## config.mk

```make
export PLATFORM = sky130hd
export DESIGN_NAME = instr_decode_stage
export DESIGN_NICKNAME = d
export VERILOG_FILES = /design/src/rtl/decode_pkg.sv /design/src/rtl/instr_field_decode.sv /design/src/rtl/instr_decode_stage.sv
export SDC_FILE = /design/constraint.sdc
export NUM_CORES = 1
export LEC_CHECK = 0
export ABC_CLOCK_PERIOD_IN_PS = 11550
export CAP_MARGIN = 40
export CORE_UTILIZATION = 45
export DETAILED_ROUTE_END_ITERATION = 12
export HOLD_SLACK_MARGIN = 0.1
export PLACE_DENSITY_LB_ADDON = 0.25
export SETUP_SLACK_MARGIN = 0.3
export SLEW_MARGIN = 20
export SYNTH_ARGS = -nofsm -noshare
export SYNTH_HDL_FRONTEND = slang
export SYNTH_SLANG_ARGS = --single-unit
```

## constraint.sdc

```tcl
create_clock -name clk -period 11.55 [get_ports clk]
set_clock_uncertainty 0.1 [all_clocks]
set_input_delay 1.7325 -clock clk [delete_from_list [all_inputs] [get_ports clk]]
set_output_delay 1.7325 -clock clk [all_outputs]
set_load 0.03 [all_outputs]
```

## src/rtl/decode_pkg.sv

```systemverilog
// Shared decode definitions: format codes, major opcode classes (instr[6:2])
// and the decoded-entry record stored in the decode stage output buffer.
package decode_pkg;

   typedef enum logic [2:0] {
      FMT_R    = 3'd0,
      FMT_I    = 3'd1,
      FMT_S    = 3'd2,
      FMT_B    = 3'd3,
      FMT_U    = 3'd4,
      FMT_J    = 3'd5,
      FMT_R4   = 3'd6,
      FMT_NONE = 3'd7
   } fmt_e;

   localparam logic [4:0] LOAD      = 5'd0;
   localparam logic [4:0] LOAD_FP   = 5'd1;
   localparam logic [4:0] MISC_MEM  = 5'd3;
   localparam logic [4:0] OP_IMM    = 5'd4;
   localparam logic [4:0] AUIPC     = 5'd5;
   localparam logic [4:0] OP_IMM_32 = 5'd6;
   localparam logic [4:0] STORE     = 5'd8;
   localparam logic [4:0] STORE_FP  = 5'd9;
   localparam logic [4:0] AMO       = 5'd11;
   localparam logic [4:0] OP        = 5'd12;
   localparam logic [4:0] LUI       = 5'd13;
   localparam logic [4:0] OP_32     = 5'd14;
   localparam logic [4:0] MADD      = 5'd16;
   localparam logic [4:0] MSUB      = 5'd17;
   localparam logic [4:0] NMSUB     = 5'd18;
   localparam logic [4:0] NMADD     = 5'd19;
   localparam logic [4:0] OP_FP     = 5'd20;
   localparam logic [4:0] BRANCH    = 5'd24;
   localparam logic [4:0] JALR      = 5'd25;
   localparam logic [4:0] JAL       = 5'd27;
   localparam logic [4:0] SYSTEM    = 5'd28;

   // Immediate is kept at the widest legal XLEN; the stage truncates it.
   localparam int IMM_W = 64;

   typedef struct packed {
      fmt_e             fmt;
      logic [4:0]       typ;
      logic [4:0]       rd;
      logic [4:0]       rs1;
      logic [4:0]       rs2;
      logic [4:0]       rs3;
      logic [2:0]       funct3;
      logic [6:0]       funct7;
      logic [IMM_W-1:0] imm;
      logic             illegal;
   } dec_entry_t;

endpackage

```

## src/rtl/instr_field_decode.sv

```systemverilog
// Pure combinational RISC-V field extraction, format classification and
// sign-extended immediate generation.
module instr_field_decode
   import decode_pkg::*;
#(
   parameter int XLEN = 32
) (
   input  logic [31:0] instr,
   output dec_entry_t  dec
);

   fmt_e             fmt;
   logic [IMM_W-1:0] imm;
   logic             ill;
   logic [4:0]       typ;

   assign typ = instr[6:2];

   always_comb begin
      fmt = FMT_NONE;
      case (typ)
         LOAD, LOAD_FP, MISC_MEM, OP_IMM, OP_IMM_32, JALR, SYSTEM: fmt = FMT_I;
         STORE, STORE_FP:                                         fmt = FMT_S;
         BRANCH:                                                  fmt = FMT_B;
         LUI, AUIPC:                                              fmt = FMT_U;
         JAL:                                                     fmt = FMT_J;
         OP, OP_32, AMO, OP_FP:                                   fmt = FMT_R;
         MADD, MSUB, NMSUB, NMADD:                                fmt = FMT_R4;
         default:                                                 fmt = FMT_NONE;
      endcase
   end

   always_comb begin
      imm = '0;
      case (fmt)
         FMT_I:   imm = {{52{instr[31]}}, instr[31:20]};
         FMT_S:   imm = {{52{instr[31]}}, instr[31:25], instr[11:7]};
         FMT_B:   imm = {{52{instr[31]}}, instr[7], instr[30:25], instr[11:8], 1'b0};
         FMT_U:   imm = {{32{instr[31]}}, instr[31:12], 12'b0};
         FMT_J:   imm = {{44{instr[31]}}, instr[19:12], instr[20], instr[30:21], 1'b0};
         default: imm = '0;
      endcase
   end

   // The 32-bit-word opcode classes only exist on RV64.
   assign ill = (instr[1:0] != 2'b11) || (fmt == FMT_NONE) ||
                ((XLEN == 32) && ((typ == OP_IMM_32) || (typ == OP_32)));

   always_comb begin
      dec         = '0;
      dec.fmt     = ill ? FMT_NONE : fmt;
      dec.typ     = typ;
      dec.rd      = instr[11:7];
      dec.rs1     = instr[19:15];
      dec.rs2     = instr[24:20];
      dec.rs3     = instr[31:27];
      dec.funct3  = instr[14:12];
      dec.funct7  = instr[31:25];
      dec.imm     = ill ? '0 : imm;
      dec.illegal = ill;
   end

endmodule

```

## src/rtl/instr_decode_stage.sv

```systemverilog
// Registered decode stage: decoded instructions queue in a BUF_DEPTH FIFO with
// valid/ready on both sides. Optional sticky halt: DECODE_HALT_ON_ILLEGAL_EN.
module instr_decode_stage
   import decode_pkg::*;
#(
   parameter int XLEN      = 32,
   parameter int BUF_DEPTH = 2
) (
   input  logic            clk,
   input  logic            rst,
   input  logic            flush,
   input  logic            in_valid,
   output logic            in_ready,
   input  logic [31:0]     in_instr,
   input  logic [XLEN-1:0] in_pc,
   output logic            out_valid,
   input  logic            out_ready,
   output logic [XLEN-1:0] out_pc,
   output logic [2:0]      out_format,
   output logic [4:0]      out_type,
   output logic [4:0]      out_rd,
   output logic [4:0]      out_rs1,
   output logic [4:0]      out_rs2,
   output logic [4:0]      out_rs3,
   output logic [2:0]      out_funct3,
   output logic [6:0]      out_funct7,
   output logic [XLEN-1:0] out_imm,
   output logic            out_illegal
);

   localparam int PW = (BUF_DEPTH > 1) ? $clog2(BUF_DEPTH) : 1;
   localparam int CW = $clog2(BUF_DEPTH + 1);

   dec_entry_t      dec;
   dec_entry_t      mem   [BUF_DEPTH];
   logic [XLEN-1:0] pcm   [BUF_DEPTH];
   dec_entry_t      hd;
   logic [PW-1:0]   wptr, rptr;
   logic [CW-1:0]   count;
   logic            halt;
   logic            push, pop;

   instr_field_decode #(.XLEN(XLEN)) u_dec (.instr(in_instr), .dec(dec));

   function automatic logic [PW-1:0] nxt(input logic [PW-1:0] p);
      return (32'(p) == BUF_DEPTH - 1) ? '0 : p + PW'(1);
   endfunction

   assign in_ready  = (32'(count) < BUF_DEPTH) && !halt;
   assign out_valid = (count != '0);
   assign push      = in_valid && in_ready;
   assign pop       = out_valid && out_ready;

   always_ff @(posedge clk or posedge rst) begin
      if (rst) begin
         wptr  <= '0;
         rptr  <= '0;
         count <= '0;
      end else if (flush) begin
         wptr  <= '0;
         rptr  <= '0;
         count <= '0;
      end else begin
         if (push) wptr <= nxt(wptr);
         if (pop)  rptr <= nxt(rptr);
         case ({push, pop})
            2'b10:   count <= count + CW'(1);
            2'b01:   count <= count - CW'(1);
            default: count <= count;
         endcase
      end
   end

   // Storage needs no reset: the outputs are gated by out_valid.
   always_ff @(posedge clk) begin
      if (push && !flush) begin
         mem[wptr] <= dec;
         pcm[wptr] <= in_pc;
      end
   end

`ifdef DECODE_HALT_ON_ILLEGAL_EN
   always_ff @(posedge clk or posedge rst) begin
      if (rst)                        halt <= 1'b0;
      else if (flush)                 halt <= 1'b0;
      else if (push && dec.illegal)   halt <= 1'b1;
   end
`else
   assign halt = 1'b0;
`endif

   assign hd          = mem[rptr];
   assign out_pc      = out_valid ? pcm[rptr] : '0;
   assign out_format  = out_valid ? hd.fmt : 3'd0;
   assign out_type    = out_valid ? hd.typ : '0;
   assign out_rd      = out_valid ? hd.rd : '0;
   assign out_rs1     = out_valid ? hd.rs1 : '0;
   assign out_rs2     = out_valid ? hd.rs2 : '0;
   assign out_rs3     = out_valid ? hd.rs3 : '0;
   assign out_funct3  = out_valid ? hd.funct3 : '0;
   assign out_funct7  = out_valid ? hd.funct7 : '0;
   assign out_imm     = out_valid ? hd.imm[XLEN-1:0] : '0;
   assign out_illegal = out_valid ? hd.illegal : 1'b0;

endmodule

```

**After elaboration in Yosys (flattened, before gate mapping)**

Memories as Yosys holds them, arrays and structs flattened.
Index checks and enable logic that the tools add are counted.

- Multiplexer cells: 24
- Eq/ne operators: 11
- Reductions and logical operators: 11
- Add/subtract/negate cells: 4
- $lt $le $gt $ge: 1

Operator list:

| cell | count |
|---|---|
| $pmux W64 S5 | 1 |
| $mux W32 | 2 |
| $mux W64 | 1 |
| $mux W5 | 5 |
| $eq A3 B3 Y1 const B | 3 |
| $mux W1 | 9 |
| $mux W3 | 3 |
| $mux W7 | 1 |
| $eq A3 B2 Y1 const B | 2 |
| $reduce_bool A2 Y1 | 3 |
| $eq A5 B3 Y1 const B | 1 |
| $eq A5 B4 Y1 const B | 1 |
| $pmux W2 S2 | 1 |
| $eq A3 B1 Y1 const B | 1 |
| $logic_and A1 B1 Y1 | 3 |
| $logic_or A1 B1 Y1 | 3 |
| $reduce_bool A3 Y1 | 1 |
| $add A1 B1 Y1 const B | 2 |
| $add A2 B1 Y2 const B | 1 |
| $eq A2 B1 Y1 const B | 1 |
| $eq A2 B2 Y1 const B | 1 |
| $lt A2 B2 Y1 const B | 1 |
| $mux W2 | 1 |
| $ne A2 B2 Y1 const B | 1 |
| other kinds (2) | 2 |

- Input port bits: 69
- Word-level logic and storage cells: 57
- Output and inout bits: 105
- Bits in registers: 4
- Memory bits (writable): 270
- Bits in read-only memories: 96
- Memories: 3

Memories:

| memory | depth | width | rd ports | clocked after Yosys merged registers in | write ports | line | text |
|---|---|---|---|---|---|---|---|
| mem | 2 | 103 | 1 | 0 | 1 | instr_decode_stage.sv:35 | `dec_entry_t mem [BUF_DEPTH];` |
| (name not given) | 32 | 3 | 1 | 0 | 0 | instr_field_decode.sv:21 | `case (typ)` |
| pcm | 2 | 32 | 1 | 0 | 1 | instr_decode_stage.sv:36 | `logic [XLEN-1:0] pcm [BUF_DEPTH];` |

**Longest topological paths before layout**

Gate-level depths: netlist of run 1.

- Depth in word-level cells: 5
- Gate-level depth with buffers: 7
- Depth with buffers taken out: 5

**Modules after synthesis**

A second synthesis of run 1 with hierarchy kept.

- Cells, all modules: 661
- Area, all modules: 9330.2 µm²

By module, submodules not included:

| module | cells each | times used | area an instance (µm²) |
|---|---|---|---|
| instr_decode_stage | 460 | 1 | 8022.7 |
| instr_field_decode | 201 | 1 | 1307.5 |

**Least setup slack after synthesis of run 1**

No wires, ideal clock.

- Path kind: input to register
- Start: input port in_valid
- End: memory mem[1][0] in the netlist's numbering, enable pin
- Buffers on the path: 0
- Data required time: 10.753 ns
- Path slack: 1.728 ns
- Library setup time: 0.697 ns
- Arrival time: 9.025 ns
- Stages: 2
- Path through: nand2_1 -> nor3b_1

- Word-level cells in the longest chain between the ends: 4

Ends and longest elaborated chain:

| element | line | text |
|---|---|---|
| start: declaration | instr_decode_stage.sv:12 | `input logic in_valid,` |
| $logic_and A1 B1 Y1 | instr_decode_stage.sv:51 | `assign push = in_valid && in_ready;` |
| $logic_and A1 B1 Y1 | instr_decode_stage.sv:76 | `if (push && !flush) begin` |
| $mux W1 | instr_decode_stage.sv:76 |  |
| $mux W1 (not written as such) | instr_decode_stage.sv:77 | `mem[wptr] <= dec;` |
| end: declaration | instr_decode_stage.sv:35 |  |

No other way between the ends.

**Worst setup path in the final report of run 1**

- Start: register rptr
- End: output port out_imm[20]

- Word-level cells in the longest chain between the ends: 2

Ends and longest elaborated chain:

| element | line | text |
|---|---|---|
| start: declaration | instr_decode_stage.sv:38 | `logic [PW-1:0] wptr, rptr;` |
| start signal: assignment | instr_decode_stage.sv:65 | `if (pop) rptr <= nxt(rptr);` |
| $mem_v2 Z2 W103 | - |  |
| $mux W32 | instr_decode_stage.sv:102 | `assign out_imm = out_valid ? hd.imm[XLEN-1:0] : '0;` |
| end: declaration | instr_decode_stage.sv:27 | `output logic [XLEN-1:0] out_imm,` |

No other way between the ends.

==> results.cfg, run 1 <==
[power]
switchingPower_uw = 445
p_per_area_nw_per_um2 = 152
comb_power_share_pct = 16.6
internal-power_uw = 1270
ir_worst_vdd_v = 0.000103
p_seq_share_pct = 48.8
swShare_pct = 25.9
p_clk_share_pct = 34.6
p_leak_uw = 0.00365

[routing]
drc = 0
wl_per_cell_um = 18.4
routed_wl_mm = 18.9
num_vias = 5460
antenna_left = 0
drt_iter0_drc = 486
drt_first_pass_iters = 5
routed_via_density = 5.32

[setup_path]
cpMaxStageDelayCell = dfrtp_4
crit_cells = 5
critPathMaxStageDelay_ns = 0.79
path_buf_inv = 3
crit_type = flop to output pin
r2r_cells = 5
cp_top_family = buffers and inverters
critPathRequiredTime_ns = 9.72
crit_path_max_fanout = 52
end_kind = output pin
arrival_ns = 2.96
start_kind = flop
path_cells = buf_6, buf_16, mux2i_1, nor2_1, clkdlybuf4s50_1

[die]
pin_count = 174
dieArea_um2 = 19900
num_rows = 50
initial_core_util_pct = 46.2
die_h_um = 141
die_x_um = 141
core-area_um2 = 18800

[timing]
tightest_slew_ns = 0.832
post-route-min-period_ns = 4.79
fin_setup_tns_ns = 0
finalSetupViolCount = 0
worst_slack_ns = 6.76
fmax_mhz = 209
report.final.slew_viol_count = 0
rsz0062_at_grt = no
slew_headroom_pct = 44.4
finalHoldViolCount = 0
fin_crit_sh_pct = 41.5

[place]
portBuffers = 173
dpl_worst_slack_ns = 7.04
dp_hpwl_mm = 12.4
place_congestion = 0.828

[clock_tree]
cts_tree = done
cts_max_level = 4
post-cts-setup-buffers = 0
clock_path_buffers = 2
numClockSinks = 200
hold_buffers = 0
clkLatencyLatePin_ns = 0.42
clk_pin_slew_ns = 0.07
cts_made_buffers = 17
cts.repair.resized = 0
cts-root-buf = clkbuf_16

[synth]
synth_cell_types = 50
yosysMostFrequentCell = edfxtp_1
synth_cells = 596
yosysTopAreaCell = edfxtp_1
ys_seq_elements = 200
syn_nets = 665
synth_area_um2 = 8700
ys_seq_area_share_pct = 68.8
synth_edf_count = 196
synth_common_cells = edfxtp_1, nor2_1, mux2i_1
async_reset_ff_share_pct = 2.00
synth-main-ff-cell = edfxtp_1
yosysWarnings = 0
synth_area_leaders = edfxtp_1, mux2i_1, nor2_1, a221oi_2, a21oi_1
yosysTopAreaCellShare_pct = 67.6
syn_area_per_cell_um2 = 14.6

[global_route]
grt_first_pass_wirelength_mm = 29.4
grt_start_max_net_pins = 69
antenna_found_initial = 0
grt_pass1_vias = 5473
track_usage_pct = 19.5
grt_overflow = 0

[outcome]
status = finished clean

[min_path]
hold_path.class = flop to flop
hold_depth = 2

[finish]
antenna_cells = 0
drive_above_1_share_pct = 10.2
area_growth_pct = 30.1
num-nets-final = 823
n_fill_cell = 1448

[run]
maxCapViolations = 0
power by group through the flow:
| stage | clock, µW | combinational (µW) | sequential, µW |
|---|---|---|---|
| 6_report | 594 | 285 | 837 |
| 5_1_grt | 636 | 303 | 840 |
| 4_1_cts | 610 | 285 | 838 |
| 3_5_place_dp | 0 | 284 | 854 |
| 3_3_place_gp | 0 | 275 | 852 |
| 2_1_floorplan | 0 | 172 | 853 |
tightest hold or removal path, stage by stage (launching register included):
cell and delay, ns:
dfrtp_1 0.40, xor2_1 0.09, nor2_1 0.08
path summary, 6_finish.rpt:
path,startpoint,end,slack (ns)
setup / recovery,rptr,out_imm[20],6.76
hold / removal,wptr,wptr,0.50
setup reg to reg,count[1],pcm[1][16],8.84
hold reg to reg,wptr,wptr,0.50
max in group asynchronous,rst,rptr,9.77
min in group asynchronous,rst,count[1],1.40
cell type report:
type	count	area, µm²	share of cell area, %
Sequential cell	200	5990	52.9
Clock inverter	14	163	1.44
Clock buffer	18	439	3.88
Timing Repair Buffer	185	1920	17.0
Tap cell	260	325	2.87
Inverter	6	22.5	0.199
Multi-Input combinational cell	344	2460	21.7
metrics by stage:
step	utilization [%]	hold slack (ns)	power, µW	instances	area [µm²]
floorplan	-	0.413	1030	596	8700
global placement	56.2	0.452	1130	989	10600
detailed placement	56.6	0.485	1140	993	10700
CTS	59.8	0.510	1730	1025	11300
global route	60.1	0.542	1780	1027	11300
finish	60.1	0.501	1720	1027	11300
cell families (layout without fill, tap and decap cells):
family / Yosys count / count (layout) / synth area share, %
AND/OR/NAND/NOR: 162 / 162 / 8.08
flip-flops: 200 / 200 / 68.8
XOR/XNOR: 3 / 3 / 0.302
buffers and inverters: 52 / 223 / 3.34
multiplexers: 100 / 100 / 11.5
AO/OA/AOI/OAI: 79 / 79 / 8.01
cell usage in the layout (no fill, tap or decap), drive strengths merged, types with 4 or more instances in the layout:
master         Yosys  routed
a21oi             23      23
a221oi            25      25
a22oi              5       5
and2               7       7
buf               36      12
clkbuf            10      18
clkdlybuf4s50      0     173
dfrtp              4       4
edfxtp           196     196
inv                6      12
mux2i            100     100
nand2             22      22
nand2b             5       5
nand3              6       6
nor2             104     104
nor2b              5       5
o21ai              9       9
state kept, by name, indices dropped and copies added (netlist names):
signal	cells
count	2
wptr	1
mem	132
pcm	64
rptr	1
metal layers:
metal | vias up | track usage [%] | routed length [µm]
met4 | 0 | 4.86 | 178
met3 | 17 | 4.04 | 822
met1 | 2729 | 25.9 | 8600
met5 | - | 0 | 0
li1 | 2544 | - | -
met2 | 170 | 32.8 | 9280
Power figures use the tool's default switching activity.
==> inputs of run 2 (changes only) <==
--- a/config.mk
+++ b/config.mk
@@ -5,7 +5,7 @@
 export SDC_FILE = /design/constraint.sdc
 export NUM_CORES = 1
 export LEC_CHECK = 0
-export ABC_CLOCK_PERIOD_IN_PS = 11550
+export ABC_CLOCK_PERIOD_IN_PS = 4900
 export CAP_MARGIN = 40
 export CORE_UTILIZATION = 45
 export DETAILED_ROUTE_END_ITERATION = 12
==> constraint.sdc (replaced) <==
create_clock -name clk -period 4.9 [get_ports clk]
set_clock_uncertainty 0.1 [all_clocks]
set_input_delay 0.735 -clock clk [delete_from_list [all_inputs] [get_ports clk]]
set_output_delay 0.735 -clock clk [all_outputs]
set_load 0.03 [all_outputs]
==> results.cfg, run 2 (synthesis gave the netlist of run 1 again) <==
[outcome]
status = finished clean

[finish]
largest_reg_flops = 132
largest_register = mem
antenna_cells = 0
drive_above_1_share_pct = 10.5
top_regs = mem x132, pcm x64, count x2
final_cell_mix = edfxtp_1, clkdlybuf4s50_1, nor2_1
final_common_cell = edfxtp_1
n_fill_cell = 1437
num-nets-final = 826
final_util_pct = 60.5
final_cells = 1030
area_growth_pct = 30.9

[global_route]
grt_first_pass_wirelength_mm = 29.0
antenna_found_initial = 0
track_usage_pct = 19.3
grt_start_max_net_pins = 87
grt_pass1_vias = 5321
grt_overflow = 0

[timing]
fin_setup_tns_ns = 0
post-route-min-period_ns = 3.70
fmax_mhz = 270
tightest_slew_ns = 0.843
slew_headroom_pct = 43.7
report.final.slew_viol_count = 0
finalHoldViolCount = 0
rsz0062_at_grt = no
fin_crit_sh_pct = 75.5
finalSetupViolCount = 0

[place]
dp_cells = 998
dp_hpwl_mm = 12.7
place_congestion = 0.834
portBuffers = 173

[clock_tree]
cts-root-buf = clkbuf_16
clk_pin_slew_ns = 0.07
cts_tree = done
numClockSinks = 200
clkLatencyLatePin_ns = 0.42
cts.repair.resized = 0
cts_made_buffers = 17
clock_path_buffers = 2
cts_max_level = 4
post-cts-setup-buffers = 0
hold_buffers = 0

[setup_path]
crit_type = flop to output pin
r2r-start = count[1]
crit_start = rptr
start_kind = flop
arrival_ns = 2.86
end_kind = output pin
crit_path_max_fanout = 44
critPathRequiredTime_ns = 4.07

[min_path]
hold_path.class = input pin to asynchronous set/reset pin

[routing]
drt_iter0_drc = 417
num_vias = 5467
antenna_left = 0
routed_via_density = 5.31
routed_wl_mm = 18.9
wl_per_cell_um = 18.4
drc = 0
drt_first_pass_iters = 6

[die]
dieArea_um2 = 19900
initial_core_util_pct = 46.2
pin_count = 174
die_h_um = 141
num_rows = 50
die_x_um = 141
core-area_um2 = 18800

[run]
maxCapViolations = 0

[power]
ir_worst_vdd_v = 0.000258
p_leak_uw = 0.00368
p_per_area_nw_per_um2 = 365
[run 2: cell count changes in the layout (fill, tap and decap cells not counted), sizes merged]
| cell | previous run | this run |
|---|---|---|
| bufinv | 2 | 5 |
| clkinv | 3 | 4 |
| buf | 12 | 15 |
| clkbuf | 18 | 17 |
| inv | 12 | 9 |
[run 2: routing by layer]
metal	GRT usage, %	up-vias	wire length (µm)
li1	-	2554	-
met1	25.3	2704	8400
met2	31.5	179	9200
met3	3.77	30	906
met4	8.07	0	442
met5	0	-	0
[run 2: final timing paths]
kind | end | slack (ns) | depth (start not counted)
min reg2reg | count[0] | 0.53 | 2
min | count[1] | 0.40 | 2
max reg2reg | mem[0][75] | 2.50 | 4
max in group asynchronous | rptr | 4.13 | 2
max | out_imm[1] | 1.20 | 4
min in group clk | count[0] | 0.53 | 2
[run 2: metrics by stage]
| stage | area (µm²) | total power [µW] | hold WS [ns] | worst slack, ns |
|---|---|---|---|---|
| global route | 11400 | 4290 | 0.395 | 1.04 |
| global placement | 10700 | 2670 | 0.484 | 1.40 |
| floorplan | 8730 | 2410 | 0.401 | 0.910 |
| finish | 11400 | 4160 | 0.404 | 1.20 |
| CTS | 11400 | 4190 | 0.387 | 1.15 |
| detailed placement | 10700 | 2690 | 0.533 | 1.57 |
[run 2: worst max-delay path, cell delays in order (launching register included)]
cell             delay (ns)
dfrtp_4                0.94
buf_4                  0.48
mux2i_1                0.13
nor2_1                 0.17
clkdlybuf4s50_1        0.70
[run 2: cell type report]
| cell class | count | area, µm² | share of cell area [%] |
|---|---|---|---|
| well taps | 260 | 325 | 2.86 |
| flip-flops and latches | 200 | 5990 | 52.6 |
| repair buffers | 188 | 1930 | 16.9 |
| clock buffers | 17 | 425 | 3.73 |
| clock inverters | 15 | 221 | 1.94 |
| multi-input cells | 344 | 2480 | 21.7 |
| inverters | 6 | 22.5 | 0.198 |
[run 2: report_power, final]
group | switching [µW] | leakage (µW) | internal [µW]
Sequential | 33.5 | 0.00191 | 1950
Clock | 602 | 0.000308 | 908
Combinational | 395 | 0.00146 | 273
Total | 1030 | 0.00368 | 3130
==> inputs of run 3 (changes only) <==
--- a/config.mk
+++ b/config.mk
@@ -5,7 +5,7 @@
 export SDC_FILE = /design/constraint.sdc
 export NUM_CORES = 1
 export LEC_CHECK = 0
-export ABC_CLOCK_PERIOD_IN_PS = 4900
+export ABC_CLOCK_PERIOD_IN_PS = 3800
 export CAP_MARGIN = 40
 export CORE_UTILIZATION = 45
 export DETAILED_ROUTE_END_ITERATION = 12
==> constraint.sdc (replaced) <==
create_clock -name clk -period 3.8 [get_ports clk]
set_clock_uncertainty 0.1 [all_clocks]
set_input_delay 0.57 -clock clk [delete_from_list [all_inputs] [get_ports clk]]
set_output_delay 0.57 -clock clk [all_outputs]
set_load 0.03 [all_outputs]
==> results.cfg, run 3 (synthesis gave the netlist of run 1 again) <==
[power]
p_clk_share_pct = 32.0
p_per_area_nw_per_um2 = 444
switchingPower_uw = 1330
internal-power_uw = 3700
ir_worst_vdd_v = 0.000347
swShare_pct = 26.4
comb_power_share_pct = 17.6
p_leak_uw = 0.00363
p_seq_share_pct = 50.5

[timing]
fin_setup_tns_ns = 0
finalHoldViolCount = 0
report.final.slew_viol_count = 0
fmax_mhz = 320
post-route-min-period_ns = 3.12
fin_crit_sh_pct = 82.1
worst_slack_ns = 0.679
finalSetupViolCount = 0
fin_hold_ws_ns = 0.239
slew_headroom_pct = 51.0
tightest_slew_ns = 0.734
rsz0062_at_grt = no

[clock_tree]
numClockSinks = 200
cts_max_level = 4
clock_path_buffers = 2
hold_buffers = 0
clkLatencyLatePin_ns = 0.43
cts_tree = done
clk_pin_slew_ns = 0.06
post-cts-setup-buffers = 0
cts_made_buffers = 17
cts-root-buf = clkbuf_16
cts.repair.resized = 0

[routing]
num_vias = 5441
routed_via_density = 5.27
antenna_left = 0
drt_iter0_drc = 380
drt_first_pass_iters = 5
drc = 0
wl_per_cell_um = 18.4
routed_wl_mm = 19.1

[setup_path]
end_kind = output pin
arrival_ns = 2.45
crit_path_max_fanout = 43
crit_type = flop to output pin
critPathRequiredTime_ns = 3.13
start_kind = flop

[min_path]
hold_path.class = input pin to asynchronous set/reset pin

[outcome]
status = finished clean

[place]
portBuffers = 173
dp_hpwl_mm = 12.7
dpl_worst_slack_ns = 0.685
dp_cells = 1002
place_congestion = 0.831

[run]
maxCapViolations = 0

[die]
pin_count = 174
initial_core_util_pct = 46.2
dieArea_um2 = 19900
die_h_um = 141
die_x_um = 141
num_rows = 50
core-area_um2 = 18800

[global_route]
grt_start_max_net_pins = 89
track_usage_pct = 19.6
grt_first_pass_wirelength_mm = 29.6
grt_pass1_vias = 5513
antenna_found_initial = 0
grt_overflow = 0

[finish]
final_util_pct = 60.1
num-nets-final = 830
antenna_cells = 0
top_regs = mem x132, pcm x64, count x2
final_cell_mix = edfxtp_1, clkdlybuf4s50_1, nor2_1
largest_reg_flops = 132
largest_register = mem
area_growth_pct = 29.9
drive_above_1_share_pct = 10.5
final_common_cell = edfxtp_1
final_cells = 1033
==> run 3: power groups by stage <==
stage	Sequential [µW]	Combinational, µW	Clock, µW
2_1_floorplan	2580	527	0
4_1_cts	2540	892	1630
3_5_place_dp	2590	889	0
5_1_grt	2540	937	1720
3_3_place_gp	2580	876	0
6_report	2540	882	1610
==> run 3: worst max-delay path, stage by stage, from the launching register on <==
cell and delay (ns):
dfrtp_4 0.58, buf_12 0.31, mux2i_1 0.36, nor2_1 0.07, clkdlybuf4s50_1 0.64
==> run 3: final cells by class <==
class	count	area [µm²]
Clock inverter	11	77.6
Fill cell	1487	7520
Timing Repair Buffer	192	1970
Sequential cell	200	5990
Inverter	6	25.0
Multi-Input combinational cell	344	2490
Tap cell	260	325
Clock buffer	20	437
==> run 3: stage by stage <==
stage,total power [µW],cell area (µm²)
3_5_place_dp,3470,10800
6_report,5030,11300
5_1_grt,5200,11300
2_1_floorplan,3110,8740
3_3_place_gp,3460,10800
4_1_cts,5060,11300
==> run 3: per-layer routing <==
metal	track usage (%)	wire [µm]	vias up
met1	26.3	8510	2684
met2	31.9	9240	168
met5	0	0	-
met4	6.86	333	0
met3	3.67	971	22
li1	-	-	2567
==> run 3: final timing paths <==
path,slack (ns),startpoint,cells after the start,end
max,0.68,rptr,4,out_imm[20]
min,0.24,rst,2,count[1]
max reg2reg,1.91,count[1],4,mem[1][75]
min reg2reg,0.52,count[0],2,count[0]
max in group asynchronous,3.17,rst,2,rptr
min in group clk,0.52,count[0],2,count[0]
